==> src/rtl/ap_com_lut_if.sv <==
// Bundled sample, output and table-configuration signals for the approximate-compressor LUT pipeline.
// master drives samples and configuration; slave is the pipeline itself.
interface ap_com_lut_if #(
  parameter int unsigned K  = 2,
  parameter int unsigned CH = 4
);
  localparam int unsigned TW  = 2 ** K;
  localparam int unsigned CHW = $clog2(CH) + 1;

  logic              in_valid;
  logic              in_ready;
  logic [CH*K-1:0]   in_a;
  logic              out_valid;
  logic              out_ready;
  logic [CH-1:0]     out_y;
  logic              cfg_valid;
  logic              cfg_ready;
  logic [CHW-1:0]    cfg_ch;
  logic [TW-1:0]     cfg_tt;
  logic              cfg_commit;
  logic              cfg_err;
  logic              busy;

  modport master (
    output in_valid, in_a, out_ready, cfg_valid, cfg_ch, cfg_tt, cfg_commit,
    input  in_ready, out_valid, out_y, cfg_ready, cfg_err, busy
  );

  modport slave (
    input  in_valid, in_a, out_ready, cfg_valid, cfg_ch, cfg_tt, cfg_commit,
    output in_ready, out_valid, out_y, cfg_ready, cfg_err, busy
  );
endinterface

==> src/rtl/ap_com_lut_pipe.sv <==
// Array of CH runtime-programmable K-input approximate compressors with double-buffered
// truth tables and a PIPE-deep output pipeline that stalls as a whole.
module ap_com_lut_pipe #(
  parameter int unsigned K  = 2,
  parameter int unsigned CH = 4,
  parameter int unsigned PIPE = 1,
  parameter logic [CH*(2**K)-1:0] INIT_TT = '0
) (
  input  logic         clk,
  input  logic         rst,
  ap_com_lut_if.slave  bus
);

  localparam int unsigned TW   = 2 ** K;
  localparam int unsigned CHW  = $clog2(CH) + 1;
  localparam int unsigned LAST = PIPE - 1;

  localparam logic [0:0] IDLE   = 1'b0;
  localparam logic [0:0] COMMIT = 1'b1;

  typedef struct packed {
    logic          valid;
    logic [CH-1:0] y;
  } stage_t;

  logic [CH*TW-1:0] active_tt;
  logic [CH*TW-1:0] shadow_tt;
  logic [CH-1:0]    y_c;
  stage_t           stage_q [PIPE];
  logic             advance_c;

  logic [0:0] state_q, state_d;
  logic       wr_ok_c;
  logic       err_d;
  logic       commit_c;
  logic       busy_q;
  logic       cfg_ready_q;
  logic       cfg_err_q;

  // Per-channel table lookup on the operands presented this cycle
  for (genvar c = 0; c < CH; c++) begin : g_lut
    logic [TW-1:0] tt;
    logic [K-1:0]  sel;
    assign tt     = active_tt[c*TW +: TW];
    assign sel    = bus.in_a[c*K +: K];
    assign y_c[c] = tt[sel];
  end

  // Whole-pipeline advance: only a full, blocked output stage stalls everything
  assign advance_c    = bus.out_ready | ~stage_q[LAST].valid;
  assign bus.in_ready = advance_c;

  always_ff @(posedge clk or posedge rst) begin
    if (rst) begin
      for (int unsigned i = 0; i < PIPE; i++) begin
        stage_q[i] <= '0;
      end
    end else if (advance_c) begin
      stage_q[0].valid <= bus.in_valid;
      stage_q[0].y     <= bus.in_valid ? y_c : '0;
      for (int unsigned i = 1; i < PIPE; i++) begin
        stage_q[i] <= stage_q[i-1];
      end
    end
  end

  assign bus.out_valid = stage_q[LAST].valid;
  assign bus.out_y     = stage_q[LAST].y;

  // Config FSM: next state and per-cycle table actions
  always_comb begin
    state_d  = state_q;
    wr_ok_c  = 1'b0;
    err_d    = 1'b0;
    commit_c = 1'b0;
    case (state_q)
      IDLE: begin
        if (bus.cfg_valid) begin
          if (bus.cfg_ch < CHW'(CH)) begin
            wr_ok_c = 1'b1;
          end else begin
            err_d = 1'b1;
          end
        end
        if (bus.cfg_commit) begin
          state_d = COMMIT;
        end
      end
      COMMIT: begin
        commit_c = 1'b1;
        state_d  = IDLE;
      end
      default: begin
        state_d = IDLE;
      end
    endcase
  end

  always_ff @(posedge clk or posedge rst) begin
    if (rst) begin
      state_q     <= IDLE;
      busy_q      <= 1'b0;
      cfg_ready_q <= 1'b1;
      cfg_err_q   <= 1'b0;
    end else begin
      state_q     <= state_d;
      busy_q      <= (state_d == COMMIT);
      cfg_ready_q <= (state_d == IDLE);
      cfg_err_q   <= err_d;
    end
  end

  assign bus.busy      = busy_q;
  assign bus.cfg_ready = cfg_ready_q;
  assign bus.cfg_err   = cfg_err_q;

  // Shadow takes writes only in IDLE and active copies it only in COMMIT, so they never collide
  always_ff @(posedge clk or posedge rst) begin
    if (rst) begin
      shadow_tt <= INIT_TT;
      active_tt <= INIT_TT;
    end else begin
      if (wr_ok_c) begin
        for (int unsigned c = 0; c < CH; c++) begin
          if (bus.cfg_ch == CHW'(c)) begin
            shadow_tt[c*TW +: TW] <= bus.cfg_tt;
          end
        end
      end
      if (commit_c) begin
        active_tt <= shadow_tt;
      end
    end
  end

endmodule

==> src/flat_wrapper.sv <==
// flat-port wrapper written by rule: the top's interface ports become plain ports
module ap_com_lut_pipe_flat 
#(
  parameter int unsigned K  = 2,
  parameter int unsigned CH = 4,
  parameter int unsigned PIPE = 1,
  parameter logic [CH*(2**K)-1:0] INIT_TT = '0
)
  (clk, rst, bus_in_valid, bus_in_a, bus_out_ready, bus_cfg_valid, bus_cfg_ch, bus_cfg_tt, bus_cfg_commit, bus_in_ready, bus_out_valid, bus_out_y, bus_cfg_ready, bus_cfg_err, bus_busy);
  ap_com_lut_if #(.K(K), .CH(CH)) bus_i ();
  input  logic clk;
  input  logic rst;
  input wire logic [$bits(bus_i.in_valid)-1:0] bus_in_valid;
  input wire logic [$bits(bus_i.in_a)-1:0] bus_in_a;
  input wire logic [$bits(bus_i.out_ready)-1:0] bus_out_ready;
  input wire logic [$bits(bus_i.cfg_valid)-1:0] bus_cfg_valid;
  input wire logic [$bits(bus_i.cfg_ch)-1:0] bus_cfg_ch;
  input wire logic [$bits(bus_i.cfg_tt)-1:0] bus_cfg_tt;
  input wire logic [$bits(bus_i.cfg_commit)-1:0] bus_cfg_commit;
  output wire logic [$bits(bus_i.in_ready)-1:0] bus_in_ready;
  output wire logic [$bits(bus_i.out_valid)-1:0] bus_out_valid;
  output wire logic [$bits(bus_i.out_y)-1:0] bus_out_y;
  output wire logic [$bits(bus_i.cfg_ready)-1:0] bus_cfg_ready;
  output wire logic [$bits(bus_i.cfg_err)-1:0] bus_cfg_err;
  output wire logic [$bits(bus_i.busy)-1:0] bus_busy;
  assign bus_i.in_valid = bus_in_valid;
  assign bus_i.in_a = bus_in_a;
  assign bus_i.out_ready = bus_out_ready;
  assign bus_i.cfg_valid = bus_cfg_valid;
  assign bus_i.cfg_ch = bus_cfg_ch;
  assign bus_i.cfg_tt = bus_cfg_tt;
  assign bus_i.cfg_commit = bus_cfg_commit;
  assign bus_in_ready = bus_i.in_ready;
  assign bus_out_valid = bus_i.out_valid;
  assign bus_out_y = bus_i.out_y;
  assign bus_cfg_ready = bus_i.cfg_ready;
  assign bus_cfg_err = bus_i.cfg_err;
  assign bus_busy = bus_i.busy;
  ap_com_lut_pipe #(.K(K), .CH(CH), .PIPE(PIPE), .INIT_TT(INIT_TT)) u_core (.clk(clk), .rst(rst), .bus(bus_i));
endmodule
==> config.mk <==
export PLATFORM = sky130hd
export DESIGN_NAME = ap_com_lut_pipe_flat
export DESIGN_NICKNAME = d
export VERILOG_FILES = /design/src/rtl/ap_com_lut_if.sv /design/src/rtl/ap_com_lut_pipe.sv /design/src/flat_wrapper.sv
export SDC_FILE = /design/constraint.sdc
export NUM_CORES = 1
export LEC_CHECK = 0
export BUFFER_PORTS_ARGS = -buffer_cell sky130_fd_sc_hd__buf_2
export CAP_MARGIN = 20
export CORE_AREA = 2 2 64 66
export CTS_CLUSTER_DIAMETER = 50
export CTS_CLUSTER_SIZE = 14
export DETAILED_ROUTE_END_ITERATION = 16
export DIE_AREA = 0 0 66 68
export GPL_TIMING_DRIVEN = 0
export REMOVE_ABC_BUFFERS = 1
export SYNTH_ARGS = -nofsm -noshare
export SYNTH_HDL_FRONTEND = slang
export SYNTH_SLANG_ARGS = --single-unit
==> constraint.sdc <==
create_clock -name clk -period 1.7 [get_ports clk]
set_clock_uncertainty 0.15 [all_clocks]
set_input_delay 0.17 -clock clk [delete_from_list [all_inputs] [get_ports clk]]
set_output_delay 0.17 -clock clk [all_outputs]
set_load 0.1 [all_outputs]
==> results of run 1 <==
==> metal layers <==
metal | GRT usage, % | wire length, µm | vias up
li1 | - | - | 447
met1 | 18.3 | 1230 | 466
met2 | 21.2 | 1240 | 26
met3 | 3.45 | 127 | 7
met4 | 9.18 | 80 | 0
met5 | 0 | 0 | -
==> final timing paths <==
kind	end	cells after the start	start
max in group asynchronous	u_core.state_q$_DFF_PP0_	3	rst
worst min register to register	u_core.bus.out_y[3]$_DFFE_PP0P_	2	u_core.bus.out_y[3]$_DFFE_PP0P_
worst max register to register	u_core.shadow_tt[6]$_DFFE_PP0P_	2	u_core.state_q$_DFF_PP0_
worst min-delay path	u_core.shadow_tt[4]$_DFFE_PP0P_	2	bus_cfg_tt[0]
min in group asynchronous	u_core.bus.out_y[2]$_DFFE_PP0P_	3	rst
worst max-delay path	u_core.shadow_tt[6]$_DFFE_PP0P_	2	u_core.state_q$_DFF_PP0_
==> registers in the layout, summed over array words and instances (netlist names) <==
signal                count
u_core.bus.cfg_ready      1
u_core.bus.cfg_err        1
u_core.state_q            1
u_core.active_tt         16
u_core.bus.out_valid      1
u_core.bus.out_y          4
u_core.shadow_tt         16
==> critical path, stage by stage, from the launching register on <==
cell,delay [ps]
dfrtp_4,610
or3_4,480
mux2_4,310
==> what timing repair did <==
action	in CTS	in global routing
hold endpoints to repair	43	0
pin swaps	0	0
endpoints found under the setup margin	18	10
hold buffers	5	0
resized for setup	3	3
==> where the power goes <==
group | total (µW) | leakage (µW) | switching, µW | internal [µW]
combinational | 646 | 0.000402 | 347 | 300
sequential | 1340 | 0.000487 | 134 | 1200
clock | 629 | 0.0000510 | 305 | 323
==> area by class of cell <==
cell class | instances | area, µm²
inverter | 3 | 11.3
clock buffer | 6 | 82.6
sequential | 40 | 1010
timing repair buffer | 34 | 198
clock inverter | 2 | 10.0
multi-input combinational | 60 | 627
tap | 50 | 62.6
fill | 364 | 1860
==> stage by stage <==
stage	instance area, µm²	hold slack [ps]	total power [µW]
floorplan	1630	83.7	1840
global placement	1830	166	1970
detailed placement	1830	175	2000
CTS	1980	13.1	2650
global route	2000	2.73	2770
finish	2000	15.6	2610
==> cell usage in the layout, fill, tap and decap left out, types with 2 or more instances in the layout <==
master,instances
clkbuf_8,6
dlygate4sd3_1,5
inv_1,2
o21ai_0,4
mux2_4,4
nand2_1,10
mux2_2,28
mux4_2,4
nor2_1,2
clkinv_2,2
dfrtp_1,38
buf_2,28
==> cells by family (layout without fill, tap and decap cells) <==
| kind of cell | count (synthesis) | in the layout | share of synthesized area (%) |
|---|---|---|---|
| mux | 36 | 36 | 28.4 |
| flops | 40 | 40 | 61.1 |
| buf+inv | 6 | 45 | 1.53 |
| simple gates | 20 | 20 | 7.78 |
| compound gates | 4 | 4 | 1.22 |
==> impl_results.md, run 1 <==
* Status: finished, final reports clean
* Routed vias at 946
* Min Tclk post-route at 1660 ps
* Core occupancy in the finished layout at 51.8%
* Power per cell area at 1310 mW/mm²
* Ys async rst share at 100%
* Clock tree buffer depth at 2
* Number of flops mapped to enable cells by yosys at 0
* Die H at 68 µm
* Final WS setup at 40.1 ps
* Pin count of the biggest net entering global routing at 41
* Clock sink count at 40
* IO buf count at 29
* Final cell count without fillers at 195
* Crit end category: flop
* Share of layout cells above drive strength 1 at 56.6%
* Starting DRT DRC Count at 31
* Sequential area share after synthesis at 61.1%
* Hpwl dp at 1.91 mm
* Cell with the most instances after synthesis: dfrtp_1
* Worst reg-to-reg setup slack at 40 ps
* GRT Util Overall at 14.1%
* Type of the tightest min-delay check: in -> reg
* Final WL at 2.67 mm
* RSZ-0062 raised after global routing: false
* Setup TNS at 0 ps
* Placed cell count at 182
* WL per Instance at 13.7 µm
* Synth area leaders: dfrtp_1 59%, mux2_2 19%, mux4_2 5.5%, mux2_4 3.7%, nand2_1 2.3%
* Max-cap violations at 0
* DR pass1 iterations at 3
* Dominant synthesized flop cell: dfrtp_1
* Post-DRT Antenna Nets at 0
* Final setup fails at 0
* CTS H-tree lvls at 2
* Initial Util at 42.5%
* Fin crit share at 97.6%
* Tightest Pin Transition at 782 ps
* Post-CTS Setup Bufs at 0
* Worst Setup Path Type: reg -> reg
* Final layout net count at 165
* Pre-CTS setup slack at -176 ps
* CTS Buf Count at 5
* Yosys warnings at 0
* Final hold vios at 0
* Cells after synthesis at 106
* Leakage at 0.000941 µW
* Yosys reg bits at 40
* Yosys top cell by area: dfrtp_1
* Via-to-Cell Ratio at 4.85
* Vias in the first global route at 941
* I/O pins at 30
* Netlist area before placement at 0.00164 mm²
* Ant. Diodes at 0
* CORE AREA at 0.00386 mm²
* Root Driver: clkbuf_8
* CTS tree: done
* GRT overflow at 0
* Worst ir drop on vdd at 0.733 mV
* Critical path arrival at 1690 ps
* Netlist cell types at 18
* Crit path required time at 1730 ps
* Std cell rows at 23
* Relative slew margins at 47.8%
* Achievable Freq at 602 MHz
* Crit path max fanout at 23
* Worst-Skew Late Latency at 290 ps
* Worst setup SP type: flop
* DIE WIDTH at 66 µm
* # DRC at 0
* Top-area cell type share of the netlist area at 59.5%
* Die area at 0.00449 mm²
* CTS clk-pin slew, worst paths at 70 ps
* GPL Wtd Cong at 0.711
* Pins Over Slew Limit at 0
* Area Growth Syn to Fin at 21.7%
* Avg Inst Size Synth at 15.5 µm²
* Antenna violations before repair at 0
* Commonest cells post-synth: 39 x dfrtp_1, 28 x mux2_2, 10 x nand2_1
* First-pass GRT wire length at 4.42 mm
Note: power is estimated with default switching activity, not from simulation.
==> inputs of run 2 (changes only) <==
CTS_BUF_LIST = sky130_fd_sc_hd__clkbuf_2   (was default)
==> impl_results.md, run 2 (synthesis results as in run 1) <==
* Status: finished, final reports clean
* Slowest stage delay, CP at 610 ps
* Leakage at 0.000956 µW
* Tightest Pin Transition at 785 ps
* Starting DRT DRC Count at 7
* Clock sink count at 40
* CTS tree: done
* Crit path max fanout at 13
* Most frequent cells in the layout: 38 x dfrtp_1, 28 x mux2_2, 26 x buf_2
* Hold WS at 43.5 ps
* GPL Wtd Cong at 0.711
* Power per cell area at 1180 mW/mm²
* GRT Util Overall at 14.5%
* Min Tclk post-route at 1600 ps
* Max-cap violations at 0
* Slowest-stage cell, CP: dfrtp_4
* DR pass1 iterations at 3
* IO buf count at 29
* # fillers at 367
* DIE WIDTH at 66 µm
* CTS clk-pin slew, worst paths at 200 ps
* Type of the tightest min-delay check: in -> reg
* Via-to-Cell Ratio at 4.83
* Most common cell after layout, fill and taps aside: dfrtp_1
* # DRC at 0
* Worst-Skew Late Latency at 410 ps
* Final WL at 2.77 mm
* Worst setup SP type: flop
* Std cell rows at 23
* Final cell count without fillers at 203
* Vias in the first global route at 935
* Fin crit share at 94.3%
* Critical path arrival at 1790 ps
* First-pass GRT wire length at 4.49 mm
* Hpwl dp at 1.91 mm
* Final setup fails at 0
* Post-DRT Antenna Nets at 0
* RSZ-0062 raised after global routing: false
* Clock tree buffer depth at 2
* WL per Instance at 13.6 µm
* Die H at 68 µm
* Cell-internal power at 1610 µW
* Root Driver: clkbuf_2
* CP delay by family, top: flip-flops
* WP buf/inv at 0
* CORE AREA at 0.00386 mm²
* Register area at 0.00101 mm²
* Area Growth Syn to Fin at 23.0%
* Routed vias at 981
* Placed cell count at 182
* Crit end category: flop
* Net Sw Power at 784 µW
* Final layout net count at 173
* Seq pwr share at 55.5%
* Final hold vios at 0
* Pins Over Slew Limit at 0
* Worst Setup Path Type: reg -> reg
* Worst ir drop on vdd at 0.625 mV
* CTS H-tree lvls at 2
* Die area at 0.00449 mm²
* CP Cell Sequence: or3_4 -> mux2_4
* CTS Buf Count at 5
* GRT overflow at 0
* Share of layout cells above drive strength 1 at 54.9%
* Crit path required time at 1880 ps
* Achievable Freq at 624 MHz
* Initial Util at 42.5%
* Clock Power Share at 16.4%
* Comb pwr share at 28.1%
* Antenna violations before repair at 0
* Sw frac at 32.8%
* Multi-input gate area at 621 µm²
* Relative slew margins at 47.6%
* Total power draw at 2390 µW
* Ant. Diodes at 0
* I/O pins at 30
* Pin count of the biggest net entering global routing at 41
[run 2: changes by cell type in the layout (fill, tap and decap cells not counted), sizes merged]
| cell | before | now |
|---|---|---|
| dlygate4sd3 | 5 | 10 |
| buf | 29 | 32 |
| clkbuf | 6 | 5 |
| clkinv | 2 | 3 |
[run 2: area by class of cell]
cell class	count	share of cell area, %
timing repair buffer	42	13.8
sequential	40	49.8
inverter	3	0.558
tap	50	3.10
clock inverter	3	0.682
clock buffer	5	1.24
multi-input combinational	60	30.8
[run 2: metrics by stage]
step	setup slack, ps	area [µm²]	utilization, %	TNS, ps
finish	96.5	2020	52.3	0
global route	35.6	2020	52.3	0
floorplan	-509	1630	-	-13120
detailed placement	-176	1830	47.6	-2520
global placement	-143	1830	47.6	-2080
CTS	53.0	2000	51.8	0
[run 2: worst reg2reg max path: stages (launching register included)]
cell     delay (ps)
dfrtp_4         610
or3_4           460
mux2_4          310
[run 2: path summary, 6_finish.rpt]
| kind | start | slack [ps] | end | depth (start not counted) |
|---|---|---|---|---|
| max | u_core.state_q$_DFF_PP0_ | 100 | u_core.shadow_tt[7]$_DFFE_PP0P_ | 2 |
| min | bus_cfg_ch[1] | 40 | u_core.shadow_tt[4]$_DFFE_PP0P_ | 3 |
| max reg2reg | u_core.state_q$_DFF_PP0_ | 100 | u_core.shadow_tt[7]$_DFFE_PP0P_ | 2 |
| min reg2reg | u_core.bus.out_y[3]$_DFFE_PP0P_ | 360 | u_core.bus.out_y[3]$_DFFE_PP0P_ | 2 |
| max in group asynchronous | rst | 570 | u_core.state_q$_DFF_PP0_ | 3 |
| min in group asynchronous | rst | 270 | u_core.shadow_tt[9]$_DFFE_PP0P_ | 3 |
[run 2: routing by layer]
metal	routed length, µm	vias up	global-route usage [%]
met5	0	-	0
met4	69	0	8.42
met3	154	6	5.43
met2	1280	26	21.3
met1	1270	483	18.6
li1	-	466	-
[run 2: timing repair]
action,4_1_cts,5_1_grt
resized for setup,7,1
endpoints found under the setup margin,19,2
setup buffers,1,2
hold endpoints to repair,63,0
hold buffers,10,0
[run 2: power groups by stage]
| stage | Sequential (µW) | Combinational (µW) | Clock (µW) |
|---|---|---|---|
| after CTS | 1330 | 676 | 408 |
| after detailed placement | 1360 | 644 | 0 |
| after global routing | 1360 | 720 | 454 |
| after global placement | 1340 | 627 | 0 |
| final | 1330 | 671 | 393 |
| after floorplan | 1500 | 338 | 0 |
==> inputs of run 3 (changes only) <==
CORE_AREA = 2 2 58 60   (was 2 2 64 66)
DIE_AREA = 0 0 60 62   (was 0 0 66 68)
PLACE_DENSITY = 0.77   (was default)
==> impl_results.md, run 3 (synthesis results as in run 1) <==
* Worst-Skew Late Latency at 380 ps
* CTS tree: done
* Type of the tightest min-delay check: in -> reg
* Fin crit share at 95.6%
* Via-to-Cell Ratio at 4.95
* Antenna violations before repair at 0
* Starting DRT DRC Count at 31
* Status: finished, final reports clean
* Final setup fails at 0
* Post-DRT Antenna Nets at 0
* Crit path required time at 1830 ps
* Routed vias at 990
* Most common cell after layout, fill and taps aside: dfrtp_1
* Relative slew margins at 48.1%
* Area after DPL at 0.00186 mm²
* GRT Util Overall at 18.9%
* Worst ir drop on vdd at 0.577 mV
* IO buf count at 29
* CTS Buf Count at 5
* Clock sink count at 40
* Root Driver: clkbuf_2
* Clock tree buffer depth at 2
* First-pass GRT wire length at 4.82 mm
* DR pass1 iterations at 4
* Final hold vios at 0
* RSZ-0062 raised after global routing: false
* Worst setup SP type: flop
* CTS H-tree lvls at 2
* Min Tclk post-route at 1630 ps
* Critical path arrival at 1760 ps
* Final WL at 2.96 mm
* CORE AREA at 0.00318 mm²
* GRT overflow at 0
* CTS clk-pin slew, worst paths at 180 ps
* I/O pins at 30
* Achievable Freq at 615 MHz
* Ant. Diodes at 0
* Crit end category: flop
* Initial Util at 51.6%
* Pin count of the biggest net entering global routing at 23
* Area Growth Syn to Fin at 24.2%
* GPL Wtd Cong at 0.693
* Design area at 0.00204 mm²
* Leakage at 0.000969 µW
* Final WS setup at 74.9 ps
* Die H at 62 µm
* Die area at 0.00372 mm²
* Vias in the first global route at 1025
* Power per cell area at 1190 mW/mm²
* Final layout net count at 174
* # DRC at 0
* DIE WIDTH at 60 µm
* Pins Over Slew Limit at 0
* Std cell rows at 21
* Worst Setup Path Type: reg -> reg
* Most frequent cells in the layout: 38 x dfrtp_1, 28 x mux2_2, 26 x buf_2
* Max-cap violations at 0
* Hpwl dp at 2.10 mm
* Tightest Pin Transition at 777 ps
* Core occupancy in the finished layout at 64.1%
* Pre-CTS setup slack at -140 ps
* Share of layout cells above drive strength 1 at 54.5%
* Crit path max fanout at 13
* WL per Instance at 14.8 µm
## run 3: cell count changes in the layout (fill, tap and decap cells not counted), sizes merged
cell and delta:
clkbuf +3, clkinv -2
## run 3: area by class of cell
| cell class | instances | area [µm²] |
|---|---|---|
| fillers | 241 | 1140 |
| flip-flops and latches | 40 | 1010 |
| multi-input cells | 60 | 621 |
| repair buffers | 43 | 303 |
| well taps | 46 | 57.6 |
| clock buffers | 7 | 35.0 |
| inverters | 3 | 11.3 |
| clock inverters | 1 | 3.75 |
## run 3: final timing paths
| path | from | endpoint | slack, ps | cells past startpoint |
|---|---|---|---|---|
| worst max-delay path | u_core.state_q$_DFF_PP0_ | u_core.shadow_tt[4]$_DFFE_PP0P_ | 70 | 2 |
| worst min-delay path | bus_cfg_ch[1] | u_core.shadow_tt[7]$_DFFE_PP0P_ | 80 | 3 |
| worst max register to register | u_core.state_q$_DFF_PP0_ | u_core.shadow_tt[4]$_DFFE_PP0P_ | 70 | 2 |
| worst min register to register | u_core.bus.out_y[3]$_DFFE_PP0P_ | u_core.bus.out_y[3]$_DFFE_PP0P_ | 350 | 2 |
| max in group asynchronous | rst | u_core.active_tt[0]$_DFFE_PP0P_ | 540 | 4 |
| min in group asynchronous | rst | u_core.bus.out_y[2]$_DFFE_PP0P_ | 290 | 3 |
## run 3: timing repair
item,CTS,global route
hold buffers,10,0
setup buffers,1,2
hold endpoints to repair,41,0
setup endpoints to repair,18,2
gates resized for setup,6,1
## run 3: critical path: stages, from the launching register on
cell and delay [ps]:
dfrtp_4 600, or3_4 460, mux2_4 310
## run 3: metrics by stage
stage	hold slack, ps	total power (µW)	instances	setup TNS, ps
4_1_cts	63.3	2430	198	0
3_5_place_dp	186	2020	179	-1850
2_1_floorplan	83.7	1840	103	-13120
6_report	84.7	2420	200	0
3_3_place_gp	167	1960	178	-1490
5_1_grt	71.5	2550	200	0
## run 3: per-layer routing
metal	track usage [%]	vias up	part of all wire (%)
met5	0	-	0
met4	10.5	0	2.4
met3	3.73	8	4.3
met2	32.8	32	51
met1	22.2	487	43
li1	-	463	-
## run 3: power breakdown
| group | switching [µW] | leakage (µW) | total (µW) | internal, µW |
|---|---|---|---|---|
| logic | 369 | 0.000451 | 690 | 321 |
| clock network | 284 | 0.0000306 | 394 | 110 |
| registers | 133 | 0.000487 | 1330 | 1200 |
